File: config.mk
export PLATFORM = sky130hd
export DESIGN_NAME = decode_stage
export DESIGN_NICKNAME = d
export VERILOG_FILES = /design/src/rtl/decode_stage.sv
export SDC_FILE = /design/constraint.sdc
export NUM_CORES = 1
export LEC_CHECK = 0
export CAP_MARGIN = 10
export CORE_AREA = 2 2 259 261
export DETAILED_ROUTE_END_ITERATION = 6
export DIE_AREA = 0 0 261 263
export PLACE_DENSITY = 0.54
export SLEW_MARGIN = 20
export SYNTH_ARGS = -nofsm -noshare
export SYNTH_HDL_FRONTEND = slang
export SYNTH_SLANG_ARGS = --single-unit
File: constraint.sdc
create_clock -name clk -period 6.1 [get_ports clk]
set_input_delay 1.83 -clock clk [delete_from_list [all_inputs] [get_ports clk]]
set_output_delay 1.83 -clock clk [all_outputs]
set_load 0.05 [all_outputs]
File: src/rtl/decode_stage.sv
// Decode stage: splits a raw RV instruction into format, immediate and resolved operands,
// and holds the result in a single ID/EX register toward execute.
module decode_stage #(
    parameter int XLEN    = 64,
    parameter int NUM_FWD = 2
) (
    input  logic                    clk,
    input  logic                    reset,
    input  logic                    in_valid,
    output logic                    in_ready,
    input  logic [XLEN-1:0]         in_pc,
    input  logic [31:0]             in_instr,
    output logic [4:0]              ra1,
    output logic [4:0]              ra2,
    input  logic [XLEN-1:0]         rd1,
    input  logic [XLEN-1:0]         rd2,
    input  logic [NUM_FWD-1:0]      fwd_valid,
    input  logic [5*NUM_FWD-1:0]    fwd_addr,
    input  logic [XLEN*NUM_FWD-1:0] fwd_data,
    input  logic                    ex_is_load,
    input  logic [4:0]              ex_rd,
    input  logic                    flush,
    output logic                    out_valid,
    input  logic                    out_ready,
    output logic [XLEN-1:0]         out_pc,
    output logic [XLEN-1:0]         out_srca,
    output logic [XLEN-1:0]         out_srcb,
    output logic [XLEN-1:0]         out_imm,
    output logic [4:0]              out_rd,
    output logic [4:0]              out_rs1,
    output logic [4:0]              out_rs2,
    output logic [2:0]              out_fmt
);

    // Handshake: a transfer happens on an edge where the producer's valid and the
    // consumer's ready are both high; valid never depends on ready combinationally.
    typedef enum logic [2:0] {
        FMT_R   = 3'd0,
        FMT_I   = 3'd1,
        FMT_S   = 3'd2,
        FMT_B   = 3'd3,
        FMT_U   = 3'd4,
        FMT_J   = 3'd5,
        FMT_ILL = 3'd7
    } fmtE;

    fmtE              fmt;
    logic [31:0]      imm32;
    logic [XLEN-1:0]  immX;
    logic [XLEN-1:0]  srcA;
    logic [XLEN-1:0]  srcB;
    logic             usesRs2;
    logic             hazard;
    logic             regFree;
    logic             accept;

    assign ra1 = in_instr[19:15];
    assign ra2 = in_instr[24:20];

    always_comb begin
        fmt = FMT_ILL;
        case (in_instr[6:0])
            7'b0110011, 7'b0111011:                         fmt = FMT_R;
            7'b0010011, 7'b0011011, 7'b0000011, 7'b1100111: fmt = FMT_I;
            7'b0100011:                                     fmt = FMT_S;
            7'b1100011:                                     fmt = FMT_B;
            7'b0110111, 7'b0010111:                         fmt = FMT_U;
            7'b1101111:                                     fmt = FMT_J;
            default:                                        fmt = FMT_ILL;
        endcase
    end

    always_comb begin
        imm32 = 32'd0;
        case (fmt)
            FMT_I: imm32 = {{20{in_instr[31]}}, in_instr[31:20]};
            FMT_S: imm32 = {{20{in_instr[31]}}, in_instr[31:25], in_instr[11:7]};
            FMT_B: imm32 = {{19{in_instr[31]}}, in_instr[31], in_instr[7],
                            in_instr[30:25], in_instr[11:8], 1'b0};
            FMT_U: imm32 = {in_instr[31:12], 12'd0};
            FMT_J: imm32 = {{11{in_instr[31]}}, in_instr[31], in_instr[19:12],
                            in_instr[20], in_instr[30:21], 1'b0};
            default: imm32 = 32'd0;
        endcase
    end

    assign immX = XLEN'($signed(imm32));

    // Scan from the highest index down so the lowest-index matching source wins.
    function automatic logic [XLEN-1:0] resolveOperand(
        input logic [4:0]              addr,
        input logic [XLEN-1:0]         regData,
        input logic [NUM_FWD-1:0]      fv,
        input logic [5*NUM_FWD-1:0]    fa,
        input logic [XLEN*NUM_FWD-1:0] fd
    );
        logic [XLEN-1:0] r;
        r = regData;
        for (int k = NUM_FWD - 1; k >= 0; k--) begin
            if (fv[k] && (fa[5*k +: 5] == addr)) begin
                r = fd[XLEN*k +: XLEN];
            end
        end
        if (addr == 5'd0) begin
            r = '0;
        end
        return r;
    endfunction

    assign srcA = resolveOperand(ra1, rd1, fwd_valid, fwd_addr, fwd_data);
    assign srcB = resolveOperand(ra2, rd2, fwd_valid, fwd_addr, fwd_data);

    // rs2 is only a real source for formats that read two registers.
    assign usesRs2 = (fmt == FMT_R) || (fmt == FMT_S) || (fmt == FMT_B);
    assign hazard  = ex_is_load && (ex_rd != 5'd0) &&
                     ((ex_rd == ra1) || (usesRs2 && (ex_rd == ra2)));

    assign regFree  = !out_valid || out_ready;
    assign in_ready = regFree && !hazard && !flush && !reset;
    assign accept   = in_valid && in_ready;

    always_ff @(posedge clk) begin
        if (reset) begin
            out_valid <= 1'b0;
            out_pc    <= '0;
            out_srca  <= '0;
            out_srcb  <= '0;
            out_imm   <= '0;
            out_rd    <= 5'd0;
            out_rs1   <= 5'd0;
            out_rs2   <= 5'd0;
            out_fmt   <= 3'd0;
        end else if (flush) begin
            out_valid <= 1'b0;
        end else if (regFree) begin
            // A free register with nothing accepted becomes a bubble; data fields keep old values.
            out_valid <= accept;
            if (accept) begin
                out_pc   <= in_pc;
                out_srca <= srcA;
                out_srcb <= srcB;
                out_imm  <= immX;
                out_rd   <= in_instr[11:7];
                out_rs1  <= ra1;
                out_rs2  <= ra2;
                out_fmt  <= fmt;
            end
        end
    end

endmodule
==> Flow_metrics.wiki, run 1 <==
{| class="wikitable"
! Metric !! Value
|-
| Initial antenna violation count || 22
|-
| Placeable core area || approximately 66,000 µm²
|-
| Time the final worst path needs with I/O delays and setup || 5.85 ns
|-
| Clock latency of the later-clocked register in the worst-skew pair || 0.59 ns
|-
| Clock buffer count from CTS || 31
|-
| Crit path cell chain || clkdlybuf4s50_1 > nor4bb_1 > o311ai_1 > or4_4 > a21oi_1 > nor2_1 > buf_4
|-
| Gr ovfl total || 0
|-
| Post-CTS Setup Bufs || 0
|-
| Nets in the synthesized netlist || 1,755
|-
| Data required time at the worst endpoint || 4.27 ns
|-
| Commonest register cell after synthesis || sky130_fd_sc_hd__dfxtp_1
|-
| Number of warnings reported in the yosys synthesis log || 0
|-
| Post-synthesis instance total || between 1,000 and 1,500
|-
| Cell Area, Synth || 11,800 µm²
|-
| Clock net sink count || 243
|-
| Fraction of registers with async set/reset || 0
|-
| Area of the die || 68,600 µm²
|-
| CP Buf/Inv Count || 2
|-
| Max-cap violations || 0
|-
| Worst Max-Slew Pin Slew || 1.02 ns
|-
| Worst setup EP type || primary output
|-
| Number of enable-type register cells in the synthesized netlist || 0
|-
| Maximum operating frequency || 171 MHz
|-
| Routed wirelength normalized by instance count || 21.0 µm
|-
| Arrival time reported for the critical path endpoint || 4.02 ns
|-
| Total GRT Usage || 0.163
|-
| Post-layout instance count excluding filler cells || roughly 2,800
|-
| Routed wire length || between 50 and 60 mm
|-
| Final Max Tran Viols || 0
|-
| Power density relative to cell area || around 260 nW/µm²
|-
| Worst setup path class || input pin to primary output
|-
| Worst slew margin relative to its limit || 0.319
|-
| Worst-case vdd ir drop || 0.000209 V
|-
| Final RePlAce weighted congestion || 0.915
|-
| Peak fanout along the critical path || 12
|-
| CTS Root Buffer Type || sky130_fd_sc_hd__clkbuf_16
|-
| Number of gates given a new drive strength after cts || 0
|-
| Clk buf depth || 3
|-
| Starting utilization of the core area || 0.180
|-
| Clock tree from TritonCTS || built
|-
| Ranking of synthesized cells by area || sky130_fd_sc_hd__dfxtp_1 (41%), sky130_fd_sc_hd__mux2i_1 (11%), sky130_fd_sc_hd__a22o_1 (9.9%), sky130_fd_sc_hd__nand2_1 (9.7%), sky130_fd_sc_hd__o21ai_0 (5.5%)
|-
| Hold-fix buffer count after cts || 0
|-
| Number of global-route vias before repair || 12,800
|-
| Iteration-0 DRC count of the detailed router || slightly below 700
|-
| Clk slew on worst S/H paths || 0.05 ns
|-
| Global-route wire length before repair || 85.2 mm
|-
| Total number of vias || 12,500
|-
| Fin Hold WS || about 0.45 ns
|-
| Detailed Place HPWL || 46.0 mm
|-
| Unrepaired setup endpoints after global routing || false
|-
| Setup TNS after final layout || 0 ns
|-
| Result of the run || complete, no violations
|-
| Die extent in y || 263 µm
|-
| Type of the worst min-delay path || flop to flop
|-
| Final count of hold timing violations || 0
|-
| Num rows || 94
|-
| Lkg Pwr || 6.83 nW
|-
| Vias per cell || 4.41
|-
| Die Wd || 261 µm
|-
| Total power consumption of the routed design || a little over 5 mW
|-
| Post-synth top area share || 0.412
|-
| Worst setup SP type || input pin
|-
| Post-synthesis sequential element count || approximately 240
|-
| Fin worst setup slack || 0.254 ns
|-
| Post-synthesis cell type with the largest combined area || sky130_fd_sc_hd__dfxtp_1
|-
| Area delta synth->final || 70.4%
|-
| Worst slack, placed || 0.254 ns
|-
| Cell Count Post-Placement || 2,777
|-
| Share of the clock period used by the worst path after layout || 0.958
|-
| H-tree levels || 1
|-
| Total placed instance area || 18,900 µm²
|-
| Leading cell type by number of instances after synthesis || sky130_fd_sc_hd__nand2_1
|-
| Largest delay contributor family on the critical path || simple AND/OR/NAND/NOR gates
|-
| Max Clock Skew || 0.0173 ns
|-
| Count of final setup violators || 0
|-
| Detail Route Antenna Nets || 0
|-
| Residual DRC || 0
|-
| Unique cell type count in the Yosys netlist || 47
|-
| Mapped Avg Cell Area || 8.55 µm²
|-
| Largest stage delay on the critical path || 0.60 ns
|-
| Net total in the final layout || 2,321
|-
| Fin util || 0.306
|-
| Sequential element share of the synthesized area || 0.412
|-
| Count of input and output buffers || 660
|-
| Iteration count of the initial detailed-routing pass || 5
|-
| Num ports || 661
|-
| Largest net degree at the start of global routing || 123
|-
| Master of the slowest instance on the critical path || sky130_fd_sc_hd__clkdlybuf4s50_1
|-
| Leading post-synthesis cells by instance count || sky130_fd_sc_hd__nand2_1 (304), sky130_fd_sc_hd__dfxtp_1 (243), sky130_fd_sc_hd__a22o_1 (133), sky130_fd_sc_hd__mux2i_1 (129), sky130_fd_sc_hd__o21ai_0 (129)
|-
| Fraction of final layout cells with drive strength greater than 1 || 0.0568
|-
| Finished Cell Area || 20,100 µm²
|}
## sequential cells by signal (all words and copies together), names as in the netlist
name,flops
out_srca,64
out_fmt,3
out_valid,1
out_rs2,5
out_srcb,64
out_pc,64
out_imm,32
out_rs1,5
out_rd,5
## placed cells by master (no fill, tap or decap), types with 13 or more instances in the layout
cell,netlist,routed
sky130_fd_sc_hd__o31ai_1,13,13
sky130_fd_sc_hd__o21ai_0,129,129
sky130_fd_sc_hd__nor3_1,15,15
sky130_fd_sc_hd__a21oi_1,88,88
sky130_fd_sc_hd__clkdlybuf4s50_1,0,656
sky130_fd_sc_hd__mux2i_1,129,129
sky130_fd_sc_hd__xor2_1,18,18
sky130_fd_sc_hd__clkbuf_16,0,31
sky130_fd_sc_hd__nor2_1,27,27
sky130_fd_sc_hd__nand3b_1,18,18
sky130_fd_sc_hd__a22o_1,133,132
sky130_fd_sc_hd__nand3_1,14,14
sky130_fd_sc_hd__dfxtp_1,243,243
sky130_fd_sc_hd__nand2_1,304,304
sky130_fd_sc_hd__buf_4,54,41
## power breakdown
part           internal, mW  switching, mW
logic                 0.527          0.728
clock network          1.34          0.785
registers              1.69         0.0585
total                  3.56           1.57
## worst register-to-register path, delay by kind of cell (launching register included)
kind / cells / cell delay [ns]
compound gates: 3 / 0.81
buf+inv: 1 / 0.66
flops: 1 / 0.31
simple gates: 3 / 0.77
## cell type report
cell class / instances / area (µm²)
Clock inverter: 15 / 289
Fill cell: 6848 / 45500
Tap cell: 864 / 1080
Timing Repair Buffer: 701 / 6950
Inverter: 2 / 7.51
Sequential cell: 243 / 4860
Multi-Input combinational cell: 967 / 6010
Antenna cell: 7 / 17.5
Clock buffer: 43 / 881
## final timing paths
kind / startpoint / end / slack (ns) / cells after the start
min reg2reg: out_imm[5]$_SDFFE_PP0P_ / out_imm[5]$_SDFFE_PP0P_ / 0.45 / 2
max: in_instr[3] / in_ready / 0.25 / 7
max reg2reg: out_valid$_SDFFE_PP0N_ / out_pc[7]$_SDFFE_PP0P_ / 3.48 / 7
min: out_imm[5]$_SDFFE_PP0P_ / out_imm[5]$_SDFFE_PP0P_ / 0.45 / 2
## cells by family after synthesis
group	Yosys count	synth area share
buf+inv	170	0.0824
compound gates	396	0.222
xor+xnor	30	0.0223
simple gates	411	0.151
flops	243	0.412
mux	130	0.110
## per-layer routing
layer  GRT usage  up-vias  routed length [µm]  part of all wire
li1            -     5963                   -                 -
met1       0.180     5914               22900              0.38
met2       0.293      549               29500              0.49
met3      0.0607       88                5890             0.099
met4      0.0401       12                1340             0.022
met5           0        -                  73            0.0012
No activity file was read; power rests on OpenSTA's default activity.
==> run 2: changes to the inputs <==
CORE_AREA = 2 2 256 258   (was 2 2 259 261)
DIE_AREA = 0 0 258 260   (was 0 0 261 263)
SKIP_CTS_REPAIR_TIMING = 1   (was unset)
==> Flow_metrics.wiki, run 2 (synthesized netlist as in run 1, its figures left out) <==
{| class="wikitable"
! Metric !! Value
|-
| Die extent in y || 260 µm (-1.1%)
|-
| Most common library cell in the layout ignoring fill and taps || sky130_fd_sc_hd__clkdlybuf4s50_1
|-
| Fraction of final layout cells with drive strength greater than 1 || 0.0519 (-0.00494)
|-
| Type of the worst min-delay path || flop to flop
|-
| Peak fanout along the critical path || 16 (+4)
|-
| Detail Route Antenna Nets || 0 (unchanged)
|-
| Total power consumption of the routed design || 5.06 mW (-1.4%)
|-
| Finished Cell Area || 20,100 µm² (-0.11%)
|-
| Endpoint of the worst hold-timing path || out_pc[51]$_SDFFE_PP0P_
|-
| Setup TNS after final layout || 0 ns (unchanged)
|-
| Fill cell total of the finished layout || 6,643 (-3.0%)
|-
| CTS Root Buffer Type || sky130_fd_sc_hd__clkbuf_16
|-
| Final count of hold timing violations || 0 (unchanged)
|-
| Maximum operating frequency || 168 MHz (-1.6%)
|-
| Routed wire length || 59.3 mm (-0.49%)
|-
| Die Wd || 258 µm (-1.1%)
|-
| Fin util || 0.313 (+0.00690)
|-
| Data required time at the worst endpoint || 4.27 ns (about the same)
|-
| Largest net degree at the start of global routing || 112 (-8.9%)
|-
| Clock tree from TritonCTS || built
|-
| Unrepaired setup endpoints after global routing || false
|-
| Cell count of the worst hold path || 2 (unchanged)
|-
| Worst setup EP type || primary output
|-
| Arrival time reported for the critical path endpoint || 4.11 ns (+0.09 ns)
|-
| Gr ovfl total || 0 (unchanged)
|-
| Global-route wire length before repair || 84.7 mm (-0.55%)
|-
| Iteration-0 DRC count of the detailed router || 628 (-6.8%)
|-
| Worst setup path class || input pin to primary output
|-
| Routed wirelength normalized by instance count || 21.0 µm (-0.13%)
|-
| Num ports || 661 (unchanged)
|-
| Placeable core area || 64,100 µm² (-2.3%)
|-
| Count of input and output buffers || 660 (unchanged)
|-
| Time the final worst path needs with I/O delays and setup || 5.94 ns (+0.0954 ns)
|-
| Total GRT Usage || 0.167 (+0.00404)
|-
| Net total in the final layout || 2,316 (-0.22%)
|-
| Clk buf depth || 3 (unchanged)
|-
| Worst reg2reg path endpoint || out_pc[15]$_SDFFE_PP0P_
|-
| Vias per cell || 4.48 (+1.7%)
|-
| Max Clock Skew || 0.0162 ns (-0.00116 ns)
|-
| Lkg Pwr || 6.79 nW (-0.59%)
|-
| Most used cells in the layout excluding fill and tap cells || sky130_fd_sc_hd__clkdlybuf4s50_1 (655), sky130_fd_sc_hd__nand2_1 (304), sky130_fd_sc_hd__dfxtp_1 (243)
|-
| Largest regs || out_pc: 64 flops, out_srca: 64 flops, out_srcb: 64 flops
|-
| Reg-to-reg slack, setup || 3.51 ns (+0.03 ns)
|-
| Area delta synth->final || 70.2%
|-
| Number of global-route vias before repair || 12,500 (-2.2%)
|-
| Worst Max-Slew Pin Slew || 1.08 ns (+0.0644 ns)
|-
| Starting utilization of the core area || 0.184 (+0.00424)
|-
| Detailed Place HPWL || 45.9 mm (-0.28%)
|-
| Max-cap violations || 0 (unchanged)
|-
| Critical hold path startpoint || out_pc[51]$_SDFFE_PP0P_
|-
| Final RePlAce weighted congestion || 0.917 (+0.12%)
|-
| Residual DRC || 0 (unchanged)
|-
| Worst-case vdd ir drop || 0.000174 V (-17%)
|-
| Total number of vias || 12,700 (+1.3%)
|-
| Critical register-to-register path startpoint || out_valid$_SDFFE_PP0N_
|-
| Clock buffer count from CTS || 34 (+9.7%)
|-
| Count of final setup violators || 0 (unchanged)
|-
| Num rows || 93 (-1.1%)
|-
| Final Max Tran Viols || 0 (unchanged)
|-
| Result of the run || complete, no violations
|-
| Reg2reg path depth || 7 (unchanged)
|-
| Worst slew margin relative to its limit || 0.277 (-0.0420)
|-
| H-tree levels || 2 (+1)
|-
| Power density relative to cell area || 252 nW/µm² (-1.3%)
|-
| Share of the clock period used by the worst path after layout || 0.974 (+0.0156)
|-
| Initial antenna violation count || 26 (+18%)
|-
| Clk slew on worst S/H paths || 0.05 ns (about the same)
|-
| Clock net sink count || 243 (unchanged)
|-
| Worst setup SP type || input pin
|-
| Clock latency of the later-clocked register in the worst-skew pair || 0.54 ns (-0.05 ns)
|-
| Area of the die || 67,100 µm² (-2.3%)
|-
| Iteration count of the initial detailed-routing pass || 5 (unchanged)
|-
| Total placed instance area || 18,900 µm² (about the same)
|}
run 2: report_power, final:
part           switching [mW]  total [mW]  internal [mW]
combinational           0.726        1.26          0.529
sequential             0.0577        1.75           1.69
clock                   0.796        2.05           1.26
total                    1.58        5.06           3.48
run 2: critical path: stages:
cell and delay (ns):
sky130_fd_sc_hd__clkdlybuf4s50_1 0.65, sky130_fd_sc_hd__nor4bb_1 0.38, sky130_fd_sc_hd__o311ai_1 0.20, sky130_fd_sc_hd__or4_4 0.60, sky130_fd_sc_hd__a21oi_1 0.19, sky130_fd_sc_hd__nor2_1 0.07
sky130_fd_sc_hd__buf_4 0.19
run 2: through the flow:
stage | instances | hold slack, ns | setup WS [ns]
after floorplan | 1380 | 0.667 | 0.929
after global placement | 2760 | 0.439 | 0.218
after detailed placement | 2760 | 0.448 | 0.156
after CTS | 2821 | 0.454 | 0.157
after global routing | 2829 | 0.472 | 0.000298
final | 2832 | 0.451 | 0.159
run 2: worst max-delay path by stage:
stage / from / to / slack (ns) / cells after the start
after floorplan: ex_rd[1] / in_ready / 0.93 / 4
after global placement: in_instr[6] / in_ready / 0.22 / 7
after detailed placement: in_instr[4] / in_ready / 0.16 / 7
after CTS: in_instr[6] / in_ready / 0.16 / 7
after global routing: in_instr[4] / in_ready / 0.0003 / 7
final: in_instr[4] / in_ready / 0.16 / 7
run 2: cell type report:
type                       count  area (µm²)  share of cell area
antenna                       11        27.5             0.00137
clock buffer                  48         945              0.0470
clock inverter                13         200             0.00997
inverter                       2        7.51            0.000374
multi-input combinational    967        6010               0.299
sequential                   243        4860               0.242
tap                          855        1070              0.0533
timing repair buffer         693        6960               0.346
run 2: routing by layer:
layer  vias to the layer above  share of wire  wire (µm)  global-route usage
met5                         -         0.0015         89                   0
met4                        14          0.038       2280              0.0650
met3                       117          0.092       5450              0.0592
met2                       614           0.48      28400               0.286
met1                      5979           0.39      23200               0.191
li1                       5964              -          -                   -
